<file path="src/rtl/noise_addr_if.sv">
// Control/status bundle between the noise sequencer (master) and noise_addr_gen (slave).
interface noise_addr_if #(
  parameter int DIV_W = 16
);
  logic             noise_en;
  logic             seed_load;
  logic [31:0]      seed_a;
  logic [31:0]      seed_b;
  logic [DIV_W-1:0] rate_div;
  logic [10:0]      orbit_sin_addr;
  logic [9:0]       orbit_log_addr;
  logic             addr_valid;
  logic             noise_valid;
  logic             busy;

  modport master (
    output noise_en, seed_load, seed_a, seed_b, rate_div,
    input  orbit_sin_addr, orbit_log_addr, addr_valid, noise_valid, busy
  );

  modport slave (
    input  noise_en, seed_load, seed_a, seed_b, rate_div,
    output orbit_sin_addr, orbit_log_addr, addr_valid, noise_valid, busy
  );
endinterface

</file>
<file path="src/rtl/noise_addr_gen.sv">
// Dual Galois-LFSR address generator for the sine/log ROM-multiplier noise stage.
// Optional NOISE_LOG_ZERO_GUARD_EN: remaps a log address of 0 to 1 (LFSR sequence unchanged).
module noise_addr_gen #(
  parameter logic [31:0] SEED_A   = 32'hACE1_2468,
  parameter logic [31:0] SEED_B   = 32'h1357_BDF1,
  parameter int          DIV_W    = 16,
  parameter int          PIPE_LAT = 3
) (
  input  logic        clk100,
  input  logic        rst_n,
  noise_addr_if.slave bus
);

  localparam logic [1:0]  S_IDLE = 2'd0;
  localparam logic [1:0]  S_LOAD = 2'd1;
  localparam logic [1:0]  S_RUN  = 2'd2;
  localparam logic [31:0] POLY   = 32'h0040_0007;

  function automatic logic [31:0] lfsr_step(input logic [31:0] s);
    return {s[30:0], 1'b0} ^ (s[31] ? POLY : 32'h0);
  endfunction

  function automatic logic [9:0] log_guard(input logic [9:0] a);
`ifdef NOISE_LOG_ZERO_GUARD_EN
    return (a == 10'd0) ? 10'd1 : a;
`else
    return a;
`endif
  endfunction

  logic [1:0]          r_state;
  logic [1:0]          w_next_state;
  logic [DIV_W-1:0]    r_cnt;
  logic                w_tick;
  logic [31:0]         r_lfsr_a;
  logic [31:0]         r_lfsr_b;
  logic [31:0]         w_lfsr_a_nxt;
  logic [31:0]         w_lfsr_b_nxt;
  logic [10:0]         r_sin_addr;
  logic [9:0]          r_log_addr;
  logic                r_addr_vld;
  logic [PIPE_LAT-1:0] r_vld_pipe;

  // seed_load overrides everything; LOAD always falls back to IDLE
  always_comb begin
    w_next_state = r_state;
    if (bus.seed_load) begin
      w_next_state = S_LOAD;
    end else begin
      case (r_state)
        S_IDLE:  w_next_state = bus.noise_en ? S_RUN : S_IDLE;
        S_RUN:   w_next_state = bus.noise_en ? S_RUN : S_IDLE;
        default: w_next_state = S_IDLE;
      endcase
    end
  end

  // A tick needs RUN now and next cycle, so the edge that leaves RUN never steps
  assign w_tick       = (r_state == S_RUN) && (w_next_state == S_RUN) && (r_cnt >= bus.rate_div);
  assign w_lfsr_a_nxt = lfsr_step(r_lfsr_a);
  assign w_lfsr_b_nxt = lfsr_step(r_lfsr_b);

  always_ff @(posedge clk100 or negedge rst_n) begin
    if (!rst_n) begin
      r_state <= S_IDLE;
      r_cnt   <= '0;
    end else begin
      r_state <= w_next_state;
      if (w_tick || (r_state != S_RUN) || (w_next_state != S_RUN)) begin
        r_cnt <= '0;
      end else begin
        r_cnt <= r_cnt + 1'b1;
      end
    end
  end

  // Stage 0: LFSR state and registered addresses
  always_ff @(posedge clk100 or negedge rst_n) begin
    if (!rst_n) begin
      r_lfsr_a   <= SEED_A;
      r_lfsr_b   <= SEED_B;
      r_sin_addr <= '0;
      r_log_addr <= '0;
      r_addr_vld <= 1'b0;
    end else begin
      r_addr_vld <= w_tick;
      if (bus.seed_load) begin
        r_lfsr_a <= (bus.seed_a == 32'h0) ? SEED_A : bus.seed_a;
        r_lfsr_b <= (bus.seed_b == 32'h0) ? SEED_B : bus.seed_b;
      end else if (w_tick) begin
        r_lfsr_a   <= w_lfsr_a_nxt;
        r_lfsr_b   <= w_lfsr_b_nxt;
        r_sin_addr <= w_lfsr_a_nxt[31:21];
        r_log_addr <= log_guard(w_lfsr_b_nxt[31:22]);
      end
    end
  end

  // Stage 1..PIPE_LAT: valid delay line, frozen with the downstream clock-enable
  always_ff @(posedge clk100 or negedge rst_n) begin
    if (!rst_n) begin
      r_vld_pipe <= '0;
    end else if (bus.seed_load || (r_state == S_LOAD)) begin
      r_vld_pipe <= '0;
    end else if (bus.noise_en) begin
      r_vld_pipe[0] <= r_addr_vld;
      for (int i = 1; i < PIPE_LAT; i++) begin
        r_vld_pipe[i] <= r_vld_pipe[i-1];
      end
    end
  end

  assign bus.orbit_sin_addr = r_sin_addr;
  assign bus.orbit_log_addr = r_log_addr;
  assign bus.addr_valid     = r_addr_vld;
  assign bus.noise_valid    = r_vld_pipe[PIPE_LAT-1];
  assign bus.busy           = (r_state == S_RUN);

endmodule

</file>
<file path="src/flat_wrapper.sv">
// flat-port wrapper written by rule: the top's interface ports become plain ports
module noise_addr_gen_flat 
#(
  parameter logic [31:0] SEED_A   = 32'hACE1_2468,
  parameter logic [31:0] SEED_B   = 32'h1357_BDF1,
  parameter int          DIV_W    = 16,
  parameter int          PIPE_LAT = 3
)
  (clk100, rst_n, bus_noise_en, bus_seed_load, bus_seed_a, bus_seed_b, bus_rate_div, bus_orbit_sin_addr, bus_orbit_log_addr, bus_addr_valid, bus_noise_valid, bus_busy);
  noise_addr_if #(.DIV_W(DIV_W)) bus_i ();
  input  logic clk100;
  input  logic rst_n;
  input wire logic [$bits(bus_i.noise_en)-1:0] bus_noise_en;
  input wire logic [$bits(bus_i.seed_load)-1:0] bus_seed_load;
  input wire logic [$bits(bus_i.seed_a)-1:0] bus_seed_a;
  input wire logic [$bits(bus_i.seed_b)-1:0] bus_seed_b;
  input wire logic [$bits(bus_i.rate_div)-1:0] bus_rate_div;
  output wire logic [$bits(bus_i.orbit_sin_addr)-1:0] bus_orbit_sin_addr;
  output wire logic [$bits(bus_i.orbit_log_addr)-1:0] bus_orbit_log_addr;
  output wire logic [$bits(bus_i.addr_valid)-1:0] bus_addr_valid;
  output wire logic [$bits(bus_i.noise_valid)-1:0] bus_noise_valid;
  output wire logic [$bits(bus_i.busy)-1:0] bus_busy;
  assign bus_i.noise_en = bus_noise_en;
  assign bus_i.seed_load = bus_seed_load;
  assign bus_i.seed_a = bus_seed_a;
  assign bus_i.seed_b = bus_seed_b;
  assign bus_i.rate_div = bus_rate_div;
  assign bus_orbit_sin_addr = bus_i.orbit_sin_addr;
  assign bus_orbit_log_addr = bus_i.orbit_log_addr;
  assign bus_addr_valid = bus_i.addr_valid;
  assign bus_noise_valid = bus_i.noise_valid;
  assign bus_busy = bus_i.busy;
  noise_addr_gen #(.SEED_A(SEED_A), .SEED_B(SEED_B), .DIV_W(DIV_W), .PIPE_LAT(PIPE_LAT)) u_core (.clk100(clk100), .rst_n(rst_n), .bus(bus_i));
endmodule
</file>
<file path="config.mk">
export PLATFORM = sky130hd
export DESIGN_NAME = noise_addr_gen_flat
export DESIGN_NICKNAME = d
export VERILOG_FILES = /design/src/rtl/noise_addr_if.sv /design/src/rtl/noise_addr_gen.sv /design/src/flat_wrapper.sv
export SDC_FILE = /design/constraint.sdc
export NUM_CORES = 1
export LEC_CHECK = 0
export ABC_AREA = 1
export CAP_MARGIN = 20
export CORE_ASPECT_RATIO = 0.8
export CORE_MARGIN = 2
export CORE_UTILIZATION = 40
export DETAILED_ROUTE_END_ITERATION = 8
export GPL_TIMING_DRIVEN = 0
export SYNTH_ARGS = -nofsm -noshare
export SYNTH_HDL_FRONTEND = slang
export SYNTH_SLANG_ARGS = --single-unit
</file>
<file path="constraint.sdc">
create_clock -name clk100 -period 4.8 [get_ports clk100]
set_input_delay 0.96 -clock clk100 [delete_from_list [all_inputs] [get_ports clk100]]
set_output_delay 0.96 -clock clk100 [all_outputs]
set_load 0.005 [all_outputs]
</file>
# Word level (Yosys, flattened, before mapping)
# Cells that the tools add are included.
[op_classes]
n_addsub = 1
magnitude_cmp = 1
eq_ne = 5
mux = 14
n_bitwise = 3
n_reduce_logical = 12
[ops]
columns = ["cell", "count"]
rows = [
  ["32-bit 2-to-1 mux", 6],
  ["32-bit zero test", 2],
  ["32-bit XOR", 2],
  ["23-bit 2-to-1 mux", 2],
  ["16-bit by 1-bit adder with 16-bit output (second input constant)", 1],
  ["16-bit greater-or-equal comparator", 1],
  ["16-bit 2-to-1 mux", 1],
  ["2-bit 2-to-1 mux", 3],
  ["3-bit 2-to-1 mux", 2],
  ["2-bit == test (second input constant)", 2],
  ["2-bit != test (second input constant)", 2],
  ["2-bit nonzero test", 2],
  ["1-bit logical OR", 3],
  ["2-bit by 1-bit == test with 1-bit output (second input constant)", 1],
  ["1-bit logical AND", 2],
  ["2-bit zero test", 1],
  ["2-bit AND reduction", 1],
  ["2-bit OR reduction", 1],
  ["1-bit inverter", 1],
]
[word_totals]
register_bits = 107
in_bits = 84
out_inout_bits = 24
word_cells = 44

# Logic depth before layout (Yosys ltp)
# Gate-level depths: netlist (run 1).
[logic_depth]
word_depth = 10
mapped_depth = 17

# Worst setup path after synthesis (run 1)
# Ideal clock, no wire load.
[synth_path]
path_type = "input to register"
startpoint = "input port bus_rate_div[11]"
endpoint = "register u_core.r_lfsr_b[23]"
setup_time_ns = 0.117
arrival_ns = 2.233
required_ns = 4.683
setup_slack_ns = 2.450
cell_stages = 12
path_buffers = 2
cell_sequence = "inv_1 -> ha_1 -> a21oi_1 -> o21ai_0 -> a21oi_1 -> nand2_1 -> nand2_1 -> buf_6 -> nand2_8 -> buf_6 -> nand2_1 -> nand2_1"
[synth_between]
elab_chain_len = 3
[synth_rtl]
columns = ["element", "line", "text"]
rows = [
  ["start, declared", "flat_wrapper.sv:17", "input wire logic [$bits(bus_i.rate_div)-1:0] bus_rate_div;"],
  ["16-bit greater-or-equal comparator", "noise_addr_gen.sv:59", "assign w_tick = (r_state == S_RUN) && (w_next_state == S_RUN) && (r_cnt >= bus.rate_div);"],
  ["1-bit logical AND", "noise_addr_gen.sv:59", ""],
  ["2-bit nonzero test (no line)", "-", ""],
  ["end signal, assigned", "noise_addr_gen.sv:89", "r_lfsr_b <= (bus.seed_b == 32'h0) ? SEED_B : bus.seed_b;"],
  ["end signal, assigned", "noise_addr_gen.sv:92", "r_lfsr_b <= w_lfsr_b_nxt;"],
  ["end, declared", "noise_addr_gen.sv:36", "logic [31:0] r_lfsr_b;"],
]
# No other way between the ends.
# A chain may end at the register's enable or synchronous reset.

# Final worst setup path (run 1)
[layout_path]
startpoint = "input port bus_rate_div[11]"
endpoint = "register u_core.r_log_addr[4] (netlist: u_core.bus.orbit_log_addr[4])"
[layout_between]
elab_chain_len = 3
[layout_rtl]
columns = ["element", "line", "text"]
rows = [
  ["16-bit greater-or-equal comparator", "noise_addr_gen.sv:59", ""],
  ["1-bit logical AND", "noise_addr_gen.sv:59", ""],
  ["2-bit AND reduction (no line)", "-", ""],
  ["end signal, assigned", "noise_addr_gen.sv:94", "r_log_addr <= log_guard(w_lfsr_b_nxt[31:22]);"],
  ["end, declared", "noise_addr_gen.sv:40", "logic [9:0] r_log_addr;"],
]
# No other way between the ends.

==> results of run 1 <==
==> kinds of logic (layout without fill, tap and decap cells) <==
| group | count (synthesis) | in the layout | synth area share (%) |
|---|---|---|---|
| adder cells (fa/ha/maj) | 17 | 17 | 3.52 |
| flip-flops | 107 | 107 | 45.0 |
| buffers and inverters | 108 | 232 | 8.23 |
| AO/OA/AOI/OAI | 55 | 55 | 4.64 |
| XOR/XNOR | 10 | 10 | 1.45 |
| AND/OR/NAND/NOR | 548 | 548 | 37.1 |
==> path summary, 6_finish.rpt <==
path	from	to	slack [ps]	cells past startpoint
worst min-delay path	u_core.bus.orbit_log_addr[6]	u_core.bus.orbit_log_addr[6]	480	2
worst max-delay path	bus_rate_div[11]	u_core.bus.orbit_log_addr[4]	2020	10
min in group asynchronous	rst_n	u_core.r_lfsr_a[17]	580	1
max in group asynchronous	rst_n	u_core.r_lfsr_b[25]	3460	2
worst max register to register	u_core.r_cnt[9]	u_core.bus.orbit_log_addr[4]	2690	8
worst min register to register	u_core.bus.orbit_log_addr[6]	u_core.bus.orbit_log_addr[6]	480	2
==> cells in the final DEF (no fill, tap or decap), types with 7 or more instances in the layout <==
cell type / count
a21oi_1: 16
buf_2: 22
nand2_1: 323
clkbuf_1: 9
clkdlybuf4s50_1: 106
xor2_1: 7
o21ai_0: 37
dfstp_2: 32
ha_1: 17
inv_1: 65
nand3_1: 80
dfrtp_1: 75
or2_2: 9
buf_6: 8
nor2_1: 119
clkbuf_16: 9
==> worst register-to-register path, cell delays in order, from the launching register on <==
cell,delay (ps)
dfrtp_1,430
ha_1,310
a21oi_1,160
o21ai_0,100
a21oi_1,230
nand2_1,90
nand2_1,100
clkbuf_1,400
o21ai_0,160
==> registers in the layout, summed over array words and instances (netlist names) <==
| name | cells |
|---|---|
| u_core.bus.addr_valid | 1 |
| u_core.bus.orbit_log_addr | 10 |
| u_core.bus.orbit_sin_addr | 11 |
| u_core.r_cnt | 16 |
| u_core.r_lfsr_a | 32 |
| u_core.r_lfsr_b | 32 |
| u_core.r_state | 2 |
| u_core.r_vld_pipe | 3 |
==> where the power goes <==
group          internal [mW]  total, mW  leakage [nW]  switching [mW]
Sequential             0.993       1.04          1.34          0.0452
Clock                  0.361      0.726         0.133           0.365
Combinational          0.155      0.329          2.33           0.174
==> cell usage after synthesis <==
library cell	instances	area share, %
nand4_1	4	0.41
nand3_1	80	6.6
o21ai_0	37	3.1
ha_1	17	3.5
inv_2	2	0.12
nor3b_1	3	0.37
nor4_2	1	0.21
clkbuf_1	9	0.56
nand2_8	1	0.33
nor2_1	119	7.4
xor2_1	7	1.0
inv_1	65	4.0
or2_2	9	0.93
buf_2	22	1.8
nand2_1	323	20
xnor2_1	3	0.44
buf_1	1	0.062
nor3_2	1	0.17
o21bai_1	2	0.25
buf_4	1	0.12
nor3_1	6	0.50
a21oi_1	16	1.3
dfstp_2	32	14
nor2_2	1	0.10
buf_6	8	1.5
dfrtp_1	75	31
==> final cells by class <==
class / instances / area [µm²]
flip-flops and latches: 107 / 2720
fillers: 1495 / 7210
clock inverters: 7 / 58.8
repair buffers: 108 / 1100
clock buffers: 9 / 225
well taps: 189 / 236
plain buffers: 41 / 245
multi-input cells: 630 / 2820
inverters: 67 / 251
==> per-stage QoR <==
stage / std cells / utilization [%]
2_1_floorplan: 845 / -
3_3_place_gp: 1141 / 49.4
3_5_place_dp: 1142 / 49.6
4_1_cts: 1158 / 51.5
5_1_grt: 1158 / 51.5
6_report: 1158 / 51.5
==> metal layers <==
layer	wire [µm]	vias to the layer above	GRT usage [%]
met5	0	-	0
met4	136	0	4.07
met3	676	10	3.19
met2	6710	116	31.0
met1	8270	2502	32.1
li1	-	2861	-
==> reports/metrics.yaml, run 1 <==
outcome: "finished clean"
cts.reportedPaths.clkPinSlew_ps: 70
cts_tree: "done"
coreArea_um2: 14900
die-width_um: 141
pre_cts_slack_ps: 1620
hold_ws_ps: 479
rsz0062_at_grt: "false"
slowest_delay_ps: 460
path_buf_inv: 3
die_y_um: 114
critPathRequiredTime_ps: 5020
place.gp.congestion: 0.802
start_kind: "input port"
fin_nets: 1065
drive_gt1_share_pct: 9.91
cts_buffers: 9
vias: 5489
viasPerCell: 4.74
path_class: "input port to flop"
slew_headroom_pct: 60.0
cpMaxStageDelayCell: "clkdlybuf4s50_1"
ys_seq_elements: 107
fin_crit_sh_pct: 57.9
report.final.hold_viol_count: 0
io_buffer_count: 107
first_pass_iters: 4
worstMarginPinSlew_ps: 599
setup-tns-final_ps: 0
synth_warnings: 0
finClkSkew_ps: 8.24
power_leakage_nw: 3.80
power.density_nw_per_um2: 273
power_mw: 2.09
ctsRootBufferMaster: "clkbuf_16"
drtIter0Drc: 316
drt_wl_total_um: 15800
die_area_um2: 16100
cp-end-kind: "flop"
grt_pass1_vias: 5115
cts_sinks: 107
area_growth_pct: 26.8
place_area_um2: 7370
ys_seq_area_share_pct: 45.0
critPathTopFamily: "buffers and inverters"
antennaDiodeCount: 0
insertion_delay_ps: 360
grt_max_degree: 71
track_usage_pct: 20.8
fin_ws_ps: 2020
post-route-drc-count: 0
htreeDepth: 3
ios: 108
ys_types: 26
rows: 40
hold_buffers: 0
grt_pass1_wl_um: 26500
cts_buffer_depth: 2
antenna_left: 0
synth_area_um2: 6040
avgSynthCellArea_um2: 7.14
worstPathArrival_ps: 3000
fin_crit_ps: 2780
finalSetupViolCount: 0
cap_violations: 0
clock.fmax_mhz: 360
cts-resized-gates: 0
vdd_drop_max_mv: 0.208
wl_per_cell_um: 13.6
drv_slew: 0
grt-ovfl-total: 0
start_util_pct: 40.6
syn_nets: 946
hp-class: "flop to flop"
antenna_found_initial: 0
cp_max_fo: 10
post_cts_buffers: 0
crit_chain: "clkdlybuf4s50_1 > inv_1 > ha_1 > a21oi_1 > o21ai_0 > a21oi_1 > nand2_1 > nand2_1 > clkbuf_1 > o21ai_0"
synthCells: 845
hpwl_um: 11600
final_area_um2: 7650
(Power assumes the default switching activity.)
==> run 2: changes to the inputs <==
Settings changed: PLACE_DENSITY from default to 0.66.
Clock period 4.8 ns to 2.2 ns, I/O delays scaled along.
==> reports/metrics.yaml, run 2 (synthesis results as in run 1) <==
outcome: "finished clean"
critPathRequiredTime_ps: 2450  # -2570 ps
power_mw: 4.80  # +130%
hpwl_um: 11500  # -0.88%
top_regs: "u_core.r_lfsr_a (32), u_core.r_lfsr_b (32), u_core.r_cnt (16)"
grt-ovfl-total: 0  # unchanged
grt_pass1_wl_um: 26500  # -0.23%
io_buffer_count: 107  # unchanged
power.density_nw_per_um2: 588  # +120%
first_pass_iters: 5  # +1
cts_sinks: 107  # unchanged
vdd_drop_max_mv: 0.438  # +110%
final_area_um2: 8160  # +6.6%
finalSetupViolCount: 0  # unchanged
setup-tns-final_ps: 0  # unchanged
cts_tree: "done"
coreArea_um2: 14900  # unchanged
pre_cts_slack_ps: -456  # -2070 ps
fin_ws_ps: 20.8  # -2000 ps
drtIter0Drc: 351  # +11%
post-route-drc-count: 0  # unchanged
cts_buffers: 9  # unchanged
area_growth_pct: 35.1
wl_per_cell_um: 14.1  # +3.5%
hold_buffers: 0  # unchanged
dp.cells: 1142  # unchanged
drive_gt1_share_pct: 15.0  # +5.1 points
final_util_pct: 54.9  # +3.4 points
place_area_um2: 7370  # unchanged
hp-class: "input port to async pin"
rr_endpoint: "u_core.r_lfsr_a[0]"
clock.fmax_mhz: 459
htreeDepth: 3  # unchanged
fin_crit_sh_pct: 99.1
report.final.hold_viol_count: 0  # unchanged
rr_startpoint: "u_core.r_cnt[6]"
finClkSkew_ps: 7.52  # -0.719 ps
drv_slew: 0  # unchanged
die-width_um: 141  # unchanged
hold_ws_ps: 110  # -369 ps
start_util_pct: 40.6  # unchanged
reg2reg_depth: 16  # +8
fin_nets: 1075  # +0.94%
slew_headroom_pct: 56.6  # -3.5 points
antenna_found_initial: 0  # unchanged
path_class: "input port to flop"
die_area_um2: 16100  # unchanged
cp-end-kind: "flop"
cap_violations: 0  # unchanged
cts.reportedPaths.clkPinSlew_ps: 70  # about the same
viasPerCell: 4.86  # +2.6%
rows: 40  # unchanged
antenna_left: 0  # unchanged
vias: 5678  # +3.4%
place.gp.congestion: 0.803  # +0.16%
fin_crit_ps: 2180
worstMarginPinSlew_ps: 651  # +51.8 ps
ctsRootBufferMaster: "clkbuf_16"
grt_pass1_vias: 5121  # +0.12%
cp_max_fo: 7  # -3
grt_max_degree: 60  # -15%
start_kind: "input port"
track_usage_pct: 20.9  # +0.14 points
die_y_um: 114  # unchanged
ios: 108  # unchanged
drt_wl_total_um: 16500  # +4.4%
power_leakage_nw: 4.05  # +6.6%
layout_commonest_cell: "nand2_1"
rrSetupSlack_ps: 100  # -2590 ps
final_cells: 1168  # +0.86%
layout_common_cells: "nand2_1 (312), nor2_1 (118), clkdlybuf4s50_1 (97)"
cts_buffer_depth: 2  # unchanged
worstPathArrival_ps: 2430  # -570 ps
antennaDiodeCount: 0  # unchanged
insertion_delay_ps: 360  # about the same
==> run 2: changes by cell type in the layout (fill, tap and decap cells not counted), sizes merged <==
cell           before  now
clkinvlp            2    1
buf                34   33
clkbuf             18   29
clkinv              1    3
inv                71   68
clkdlybuf4s50     106   97
dlymetal6s2s        0    9
bufinv              0    2
==> run 2: critical path, cell delays in order <==
cell             delay [ps]
clkdlybuf4s50_1         460
inv_1                    60
ha_4                    250
a21oi_4                 130
o21ai_2                  70
a21oi_2                 200
nand2_2                 100
nand2_4                  90
buf_6                   140
nand2_8                  60
buf_12                  160
clkbuf_16               150
nand2_1                  50
nand2_1                  40
==> run 2: repair_timing <==
item	CTS	global route
buffers inserted	0	5
gates cloned	1	5
endpoints found under the setup margin	95	98
pin swaps	1	26
resized for setup	6	79
==> run 2: how the worst max path moves through the flow <==
stage	from	endpoint	slack, ps	cells past startpoint
detailed placement	bus_rate_div[11]	u_core.bus.orbit_sin_addr[5]	-460	11
CTS	bus_rate_div[11]	u_core.r_lfsr_a[2]	7	13
global route	bus_rate_div[13]	u_core.r_lfsr_a[1]	-40	14
global placement	rst_n	u_core.r_lfsr_a[14]	-3530	1
floorplan	bus_rate_div[11]	u_core.r_lfsr_b[23]	370	12
finish	bus_rate_div[13]	u_core.r_lfsr_a[0]	20	14
==> run 2: metal layers <==
layer | global-route usage (%) | vias to the layer above | part of all wire [%]
met5 | 0 | - | 0
met4 | 6.87 | 0 | 1.8
met3 | 3.78 | 20 | 6.1
met2 | 30.2 | 167 | 42
met1 | 31.7 | 2595 | 50
li1 | - | 2896 | -
==> run 2: power by group <==
group | switching, mW | internal [mW]
sequential | 0.0966 | 2.17
clock | 0.751 | 0.996
combinational | 0.409 | 0.379
total | 1.26 | 3.54
==> run 2: final cells by class <==
| class | instances | area, µm² |
|---|---|---|
| clock inverter | 7 | 91.3 |
| inverter | 67 | 259 |
| tap | 189 | 236 |
| fill | 1426 | 6710 |
| buffer | 40 | 280 |
| clock buffer | 9 | 225 |
| multi-input combinational | 630 | 3040 |
| sequential | 107 | 2720 |
| timing repair buffer | 119 | 1310 |
